$ cat config.mk
export PLATFORM = sky130hd
export DESIGN_NAME = vector_bitwise_wb_stage
export DESIGN_NICKNAME = d
export VERILOG_FILES = /design/src/rtl/vec_wb_pkg.sv /design/src/rtl/vec_wb_merge.sv /design/src/rtl/vector_bitwise_wb_stage.sv
export SDC_FILE = /design/constraint.sdc
export NUM_CORES = 2
export LEC_CHECK = 0
export BUFFER_PORTS_ARGS = -buffer_cell sky130_fd_sc_hd__buf_2
export CAP_MARGIN = 20
export CORE_AREA = 4 4 663 665
export CTS_BUF_LIST = sky130_fd_sc_hd__clkbuf_8
export DETAILED_ROUTE_END_ITERATION = 10
export DIE_AREA = 0 0 667 669
export PLACE_DENSITY_LB_ADDON = 0.2
export SLEW_MARGIN = 5
export SYNTH_ARGS = -nofsm -noshare
export SYNTH_HDL_FRONTEND = slang
export SYNTH_SLANG_ARGS = --single-unit
$ cat constraint.sdc
create_clock -name clk -period 65.5 [get_ports clk]
set_clock_uncertainty 0.15 [all_clocks]
set_input_delay 13.1 -clock clk [delete_from_list [all_inputs] [get_ports clk]]
set_output_delay 13.1 -clock clk [all_outputs]
set_load 0.03 [all_outputs]
$ cat src/rtl/vec_wb_pkg.sv
// rtl/vec_wb_pkg.sv - shared types and helpers for the vector bitwise writeback stage
//
// Contents:
//   WB_VLEN       vector register width in bits (taken from MAX_VLEN, default 512)
//   elem_class_e  per-element classification used by the merge logic
//   wb_entry_t    one queued writeback entry {data, be, addr}
//   sew_bytes()   element width in bytes for a 2-bit SEW code
`ifndef MAX_VLEN
`define MAX_VLEN 512
`endif

package vec_wb_pkg;

    localparam int WB_VLEN = `MAX_VLEN;

    typedef enum logic [1:0] {
        PRESTART    = 2'd0,
        BODY_ACTIVE = 2'd1,
        MASKED_OFF  = 2'd2,
        TAIL        = 2'd3
    } elem_class_e;

    typedef struct packed {
        logic [WB_VLEN-1:0]   data;
        logic [WB_VLEN/8-1:0] be;
        logic [4:0]           addr;
    } wb_entry_t;

    function automatic logic [3:0] sew_bytes(input logic [1:0] sew);
        return 4'd1 << sew;
    endfunction

endpackage

$ cat src/rtl/vec_wb_merge.sv
// rtl/vec_wb_merge.sv - combinational element classification, data merge and byte enables
//
// Optional feature macro: VEC_WB_AGNOSTIC_ONES_EN (agnostic tail/masked bytes written as all-ones)
//
// Ports:
//   bw_result    in   VLEN     new result from the bitwise unit
//   old_vd       in   VLEN     prior destination contents
//   v0_mask      in   VLEN/8   mask bit per element index
//   vm           in   1        1 = unmasked operation
//   vta, vma     in   1        tail / mask agnostic policy
//   sew          in   2        element width code (8 << sew bits)
//   vl, vstart   in   VL_W     active length, start index
//   merged_data  out  VLEN     merged write data
//   merged_be    out  VLEN/8   byte enables
module vec_wb_merge
    import vec_wb_pkg::*;
#(
    parameter int VLEN = `MAX_VLEN,
    parameter int VL_W = $clog2(VLEN/8) + 1
) (
    input  logic [VLEN-1:0]   bw_result,
    input  logic [VLEN-1:0]   old_vd,
    input  logic [VLEN/8-1:0] v0_mask,
    input  logic              vm,
    input  logic              vta,
    input  logic              vma,
    input  logic [1:0]        sew,
    input  logic [VL_W-1:0]   vl,
    input  logic [VL_W-1:0]   vstart,
    output logic [VLEN-1:0]   merged_data,
    output logic [VLEN/8-1:0] merged_be
);

    localparam int NB = VLEN / 8;

    logic [VL_W-1:0] vlmax;
    logic [VL_W-1:0] vl_eff;
    logic [VL_W-1:0] elem;
    elem_class_e     cls;

`ifndef VEC_WB_AGNOSTIC_ONES_EN
    // Policy bits only matter when agnostic elements are overwritten.
    logic unused_policy;
    assign unused_policy = vta ^ vma;
`endif

    always_comb begin
        merged_data = old_vd;
        merged_be   = '0;
        elem        = '0;
        cls         = PRESTART;
        vlmax       = VL_W'(NB >> sew);
        // vl beyond VLMAX behaves as VLMAX
        vl_eff      = (vl > vlmax) ? vlmax : vl;
        for (int b = 0; b < NB; b++) begin
            // byte b belongs to element b / (1 << sew)
            elem = VL_W'(b >> sew);
            if (elem < vstart)
                cls = PRESTART;
            else if (elem >= vl_eff)
                cls = TAIL;
            else if (!vm && !v0_mask[elem[VL_W-2:0]])
                cls = MASKED_OFF;
            else
                cls = BODY_ACTIVE;

            unique case (cls)
                BODY_ACTIVE: begin
                    merged_data[8*b +: 8] = bw_result[8*b +: 8];
                    merged_be[b]          = 1'b1;
                end
`ifdef VEC_WB_AGNOSTIC_ONES_EN
                TAIL: begin
                    if (vta) begin
                        merged_data[8*b +: 8] = 8'hFF;
                        merged_be[b]          = 1'b1;
                    end
                end
                MASKED_OFF: begin
                    if (vma) begin
                        merged_data[8*b +: 8] = 8'hFF;
                        merged_be[b]          = 1'b1;
                    end
                end
`endif
                default: ;
            endcase
        end
    end

endmodule

$ cat src/rtl/vector_bitwise_wb_stage.sv
// rtl/vector_bitwise_wb_stage.sv - writeback stage: merge, byte enables, 2-entry skid FIFO to VRF
//
// Optional feature macro: VEC_WB_AGNOSTIC_ONES_EN (passed through to vec_wb_merge)
//
// Ports:
//   clk, reset            clock, synchronous active-high reset
//   in_valid / in_ready   upstream handshake (ready while FIFO not full)
//   bw_result, old_vd     new result and prior destination contents
//   v0_mask, vm           element mask and unmasked flag
//   vta, vma              agnostic policy bits
//   sew, vl, vstart       element width, active length, start index
//   vd_addr               destination register index
//   wb_valid / wb_ready   VRF write handshake
//   wb_data, wb_be        merged data and byte enables
//   wb_addr               destination register index
//   busy                  FIFO holds at least one entry
module vector_bitwise_wb_stage
    import vec_wb_pkg::*;
#(
    parameter int VLEN = `MAX_VLEN,
    parameter int VL_W = $clog2(VLEN/8) + 1
) (
    input  logic              clk,
    input  logic              reset,
    input  logic              in_valid,
    output logic              in_ready,
    input  logic [VLEN-1:0]   bw_result,
    input  logic [VLEN-1:0]   old_vd,
    input  logic [VLEN/8-1:0] v0_mask,
    input  logic              vm,
    input  logic              vta,
    input  logic              vma,
    input  logic [1:0]        sew,
    input  logic [VL_W-1:0]   vl,
    input  logic [VL_W-1:0]   vstart,
    input  logic [4:0]        vd_addr,
    output logic              wb_valid,
    input  logic              wb_ready,
    output logic [VLEN-1:0]   wb_data,
    output logic [VLEN/8-1:0] wb_be,
    output logic [4:0]        wb_addr,
    output logic              busy
);

    logic [VLEN-1:0]   m_data;
    logic [VLEN/8-1:0] m_be;
    wb_entry_t         new_entry;
    wb_entry_t         mem [0:1];
    logic              wr_ptr;
    logic              rd_ptr;
    logic [1:0]        count;
    logic              push;
    logic              pop;

    vec_wb_merge #(
        .VLEN (VLEN),
        .VL_W (VL_W)
    ) u_merge (
        .bw_result   (bw_result),
        .old_vd      (old_vd),
        .v0_mask     (v0_mask),
        .vm          (vm),
        .vta         (vta),
        .vma         (vma),
        .sew         (sew),
        .vl          (vl),
        .vstart      (vstart),
        .merged_data (m_data),
        .merged_be   (m_be)
    );

    assign new_entry = '{data: m_data, be: m_be, addr: vd_addr};

    // Ready depends on registered count only, so a full FIFO stalls even on a pop cycle.
    assign in_ready = (count != 2'd2);
    assign wb_valid = (count != 2'd0);
    assign busy     = wb_valid;
    assign push     = in_valid && in_ready;
    assign pop      = wb_valid && wb_ready;

    always_ff @(posedge clk) begin
        if (reset) begin
            count  <= 2'd0;
            wr_ptr <= 1'b0;
            rd_ptr <= 1'b0;
            mem[0] <= '0;
            mem[1] <= '0;
        end else begin
            if (push) begin
                mem[wr_ptr] <= new_entry;
                wr_ptr      <= ~wr_ptr;
            end
            if (pop)
                rd_ptr <= ~rd_ptr;
            unique case ({push, pop})
                2'b10:   count <= count + 2'd1;
                2'b01:   count <= count - 2'd1;
                default: ;
            endcase
        end
    end

    // Outputs read straight from the head register; zeroed while empty.
    assign wb_data = wb_valid ? mem[rd_ptr].data : '0;
    assign wb_be   = wb_valid ? mem[rd_ptr].be   : '0;
    assign wb_addr = wb_valid ? mem[rd_ptr].addr : '0;

endmodule

# Word level (Yosys, flattened, before mapping)
# Memories as Yosys holds them, arrays and structs flattened. A register that Yosys moved wholly into a read port is not among the register bits.
# Index checks and enable logic that the tools add are counted.
dict set report totals {
  register_bits 4
  elab_cells 930
  mem_count 1
  mem_bits_rw 1162
  input_bits 1116
  out_inout_bits 584
}
# memory words width rd rd_ports_with_merged_regs wr line
set mem_list {}
lappend mem_list {mem 2 581 1 1 2 vector_bitwise_wb_stage.sv:48} ;# wb_entry_t mem [0:1];
dict set report classes {
  n_addsub 2
  n_mux 463
  reduce_logical 134
  n_lt_le_gt_ge 193
  bitwise 2
  shift 65
  n_eq_ne 67
}
# cell count
set op_table {}
lappend op_table {{581-bit two-way mux} 1}
lappend op_table {{581-bit OR reduction} 1}
lappend op_table {{512-bit two-way mux} 1}
lappend op_table {{8-bit two-way mux} 64}
lappend op_table {{7-bit >= comparator} 64}
lappend op_table {{6-bit by 7-bit less-than comparator with 1-bit output, second input constant} 64}
lappend op_table {{7-bit less-than comparator} 64}
lappend op_table {{1-bit binary-select mux with 6-bit select} 64}
lappend op_table {{2-bit two-way mux} 192}
lappend op_table {{6-bit by 2-bit >> shifter with 7-bit output, first input constant} 32}
lappend op_table {{1-bit two-way mux} 137}
lappend op_table {{2-bit by 1-bit == test with 1-bit output, second input constant} 65}
lappend op_table {{5-bit by 2-bit >> shifter with 7-bit output, first input constant} 16}
lappend op_table {{1-bit logical AND} 66}
lappend op_table {{1-bit logical NOT} 65}
lappend op_table {{64-bit two-way mux} 1}
lappend op_table {{4-bit by 2-bit >> shifter with 7-bit output, first input constant} 8}
lappend op_table {{3-bit by 2-bit >> shifter with 7-bit output, first input constant} 4}
lappend op_table {{1-bit by 2-bit >> shifter with 7-bit output, first input constant} 2}
lappend op_table {{2-bit by 2-bit >> shifter with 7-bit output, first input constant} 2}
lappend op_table {{7-bit > comparator} 1}
lappend op_table {{7-bit two-way mux} 1}
lappend op_table {{7-bit by 2-bit >> shifter with 7-bit output, first input constant} 1}
lappend op_table {{5-bit two-way mux} 1}
lappend op_table {{other kinds (7)} 9}

# Depth between registers and ports, before layout
dict set report logic_depth {
  word_depth 11
  mapped_depth 26
  depth_no_buf 16
}

# By module
# Synthesis repeated with hierarchy kept, for this count alone.
dict set report unflattened {
  hier_cells 6551
  area_unflattened_um2 73586.8
}
# mod area_per_inst_um2 instances cells_each seq_area_each_um2
set by_module_without_submodules {}
lappend by_module_without_submodules {vector_bitwise_wb_stage 53042.1 1 4418 34993.6}
lappend by_module_without_submodules {vec_wb_merge 20544.7 1 2133 0.0}

# Worst setup path before layout
# OpenSTA, ideal clock, no wires.
dict set report synth_timing {
  path_type {input-to-reg}
  startpoint {in in_valid}
  endpoint {mem mem[0][0] (netlist name) (enable)}
  path_buffers 0
  required_time_ps 63698
  slack_ps 23885
  stages 2
  setup_ps 1652
  t_arrival_ps 39813
  cell_sequence {nand2_1 > o21bai_1}
}
# item line
set synth_rtl {}
lappend synth_rtl {{start, declared} vector_bitwise_wb_stage.sv:25} ;# input logic in_valid,
lappend synth_rtl {{end, declared} vector_bitwise_wb_stage.sv:48}

==> summary.md <==
| Metric | Value |
|---|---|
| Type of the worst setup path | reg2out |
| Min-Delay Path Class | reg2reg |
| Post-layout utilization of the core | between 20% and 30% |
| Final critical path time including I/O delays and setup | between 20,000 and 25,000 ps |
| Synthesized area | 71,800 sq um |
| Total internal power | approximately 1700 uW |
| Pin count of the biggest net entering global routing | 140 |
| Number of endpoints failing setup at the final stage | 0 |
| Slew headroom | approximately 15% |
| Worst hold path endpoint | rd_ptr |
| Destination of the worst register-to-register timing path | mem[1][351] |
| Final critical-path share of the clock period | 31.0% |
| Syn-to-layout area delta | 26.4% |
| Drc violations | 0 |
| Power density relative to cell area | 33.9 nW/um^2 |
| Depth of the worst register-to-register path | 12 |
| Maximum level of the CTS H-tree | 4 |
| Most used DFF post-synth | sky130_fd_sc_hd__edfxtp_1 |
| Internal reg-to-reg setup slack | 57,260 ps |
| Worst min-delay path startpoint | rd_ptr |
| Final hold violations | 0 |
| CTS tree | done |
| Worst vdd ir | 0.0222 mV |
| Number of vias after detailed routing | 60,600 |
| Switching Fraction | 45.9% |
| Critical register-to-register path startpoint | count[0] |
| Endpoint arrival time on the critical path | ~7100 ps |
| First drt pass iteration count | 6 |
| Synth Register Bits | 1,167 |
| Sequential share of the synthesized area | between 40% and 50% |
| Netlist cell types | 99 |
| Core box area | 434,000 sq um |
| Transition time at the pin with the least slew margin | about 1300 ps |
| Port bufs | 1,697 |
| Worst-skew pair later-pin latency | 960 ps |
| Endpoint type of the worst setup path | output port |
| Post-Route M1 WL | 173,000 microns |
| Hold Path Cell Cnt | 2 |
| Top cells by instance count after synthesis | sky130_fd_sc_hd__nor2_1 (1,498), sky130_fd_sc_hd__mux2i_1 (1,336), sky130_fd_sc_hd__edfxtp_1 (1,162) |
| Sum of negative setup slack | 0 ps |
| Share of final-layout standard cells stronger than drive strength 1 | ~30% |
| Die X | 667 microns |
| FFs w/ async S/R, synth | 0% |
| Synthesis warning total | 0 |
| Number of setup buffers added after CTS | 0 |
| Power share of the sequential group | 32.1% |
| Setup crit start kind | flip-flop |
| Number of max-slew violations in the final report | 0 |
| Mapped Cells | 6,438 |
| Sum of overflow across all layers after global routing | 0 |
| Worst path required time | 52,250 ps |
| Post-synth EDFFs | around 1,200 |
| Clock Sinks | 1,167 |
| Max-capacitance violation count | 0 |
| Cell at the root of the clock tree | sky130_fd_sc_hd__clkbuf_8 |
| Maximum frequency from static timing analysis | 49.2 MHz |
| Static power due to leakage | between 0.03 and 0.04 uW |
| Number of top-level pins | 1,700 |
| Final-stage net count | about 9,200 |
| Number of clock buffers inserted by TritonCTS | 234 |
| Weighted congestion reported at the end of routability-driven placement | 0.968 |
| Number of global-route vias before repair | about 60,000 |
| Resized Gates After CTS | 0 |
| Die area | 446,000 sq um |
| Number of rows created at floorplan | approximately 240 |
| Most frequent cell after synthesis | sky130_fd_sc_hd__nor2_1 |
| GRT Total Usage | roughly 18% |
| Drt wl/cell | 30.0 microns |
| Buffer depth of the longest clock path | 4 |
| Top fanout value on the critical path | 100 |
| Mean post-synth cell area | 11.2 sq um |
| Met2 wire length | a little over 200,000 microns |
| Y dimension of the die | 669 microns |
| Post-DP HPWL | about 320,000 microns |
| Comb power frac | 44.7% |
| Number of antenna violations at the first check in global routing | 127 |
| Uppermost layer routed | met5 |
| Iteration-0 DRC count of the detailed router | 4,749 |
| Synthesized Nets | 7,659 |
| Switch Pwr | ~1400 uW |
| Cell taking the most area after synthesis | sky130_fd_sc_hd__edfxtp_1 |
| Number of buffers inserted for hold repair after clock tree synthesis | 0 |
| Worst-case hold slack | 386 ps |
| Initial core utilization | 16.6% |
| Clock power share | ~23% |
| First-pass GRT wire length | 545,000 microns |
| Final wirelength | ~420,000 microns |
| Post-route antenna net violation count | 0 |
| Clock-pin slew on the worst setup and hold paths | 60 ps |
| RSZ-0062 raised after global routing | false |
| Post-DR vias/cell | 4.36 |
| Routed wire length on met3 | about 31,000 microns |
| Synth top area share | 48.6% |
| Ranking of synthesized cells by area | sky130_fd_sc_hd__edfxtp_1 (49%), sky130_fd_sc_hd__mux2i_1 (19%), sky130_fd_sc_hd__nor2_1 (7.8%) |
| Run status | completed |
## stage by stage
step                setup WS [ps]  area [sq um]  power, uW  instances
detailed placement          44550         86400       2400      13500
global placement            44580         86300       2400      13500
floorplan                   23890         71800       1860       6438
global route                44870         90700       3230      13900
CTS                         44860         90600       3140      13900
finish                      45170         90800       3080      13900
## state kept, by name, indices dropped and copies added, names as in the netlist, named ones only
name	cells
count	2
mem	1162
rd_ptr	1
wr_ptr	1
## final cells by class
class,instances,area (sq um)
multi-input combinational,4659,34300
clock buffer,235,3230
clock inverter,176,1030
fill,47600,343000
inverter,53,208
antenna,41,103
tap,5734,7170
timing repair buffer,1854,9760
sequential,1167,35000
## how the worst max path moves through the flow
stage	start	end	slack, ps	cells after the start
after global placement	in_valid	mem[1][343]	44580	12
final	flip-flop	wb_data[69]	45170	8
after detailed placement	in_valid	mem[1][343]	44550	12
after global routing	flip-flop	wb_data[68]	44870	8
after floorplan	in_valid	mem[0][0]	23890	2
after CTS	flip-flop	wb_data[68]	44860	8
## power groups by stage
stage | Clock (uW) | Combinational (uW) | Sequential, uW
finish | 714 | 1380 | 989
global route | 779 | 1450 | 999
CTS | 750 | 1400 | 990
detailed placement | 0 | 1400 | 1010
global placement | 0 | 1400 | 1000
floorplan | 0 | 787 | 1070
## placed cells by master (no fill, tap or decap), drive strengths merged, types with 86 or more instances in the layout
master and count:
a21oi 119, buf 1852, clkbuf 237, clkinv 86, edfxtp 1162, ha 105
inv 132, mux2i 1337, mux4 247, nand2 705, nor2 1505, o21ai 105
## worst max-delay path: stages, from the launching register on
cell	delay (ps)
sky130_fd_sc_hd__dfxtp_4	850
sky130_fd_sc_hd__buf_4	810
sky130_fd_sc_hd__buf_4	720
sky130_fd_sc_hd__buf_4	720
sky130_fd_sc_hd__buf_4	770
sky130_fd_sc_hd__buf_12	500
sky130_fd_sc_hd__mux2i_1	700
sky130_fd_sc_hd__nor2_1	240
sky130_fd_sc_hd__buf_2	270
## layer usage
metal | vias to the layer above | global-route usage, %
met2 | 2500 | 30.2
li1 | 26400 | -
met5 | - | 0
met1 | 31100 | 22.3
met4 | 42 | 4.39
met3 | 541 | 4.30
## kinds of logic after synthesis
| family | count (synthesis) | share of synthesized area (%) |
|---|---|---|
| fa+ha+maj | 105 | 1.83 |
| mux | 1613 | 26.9 |
| flops | 1167 | 48.7 |
| buf+inv | 612 | 4.13 |
| compound gates | 471 | 4.42 |
| simple gates | 2466 | 13.9 |
| xor+xnor | 4 | 0.0488 |
Note: power is estimated with default switching activity, not from simulation.
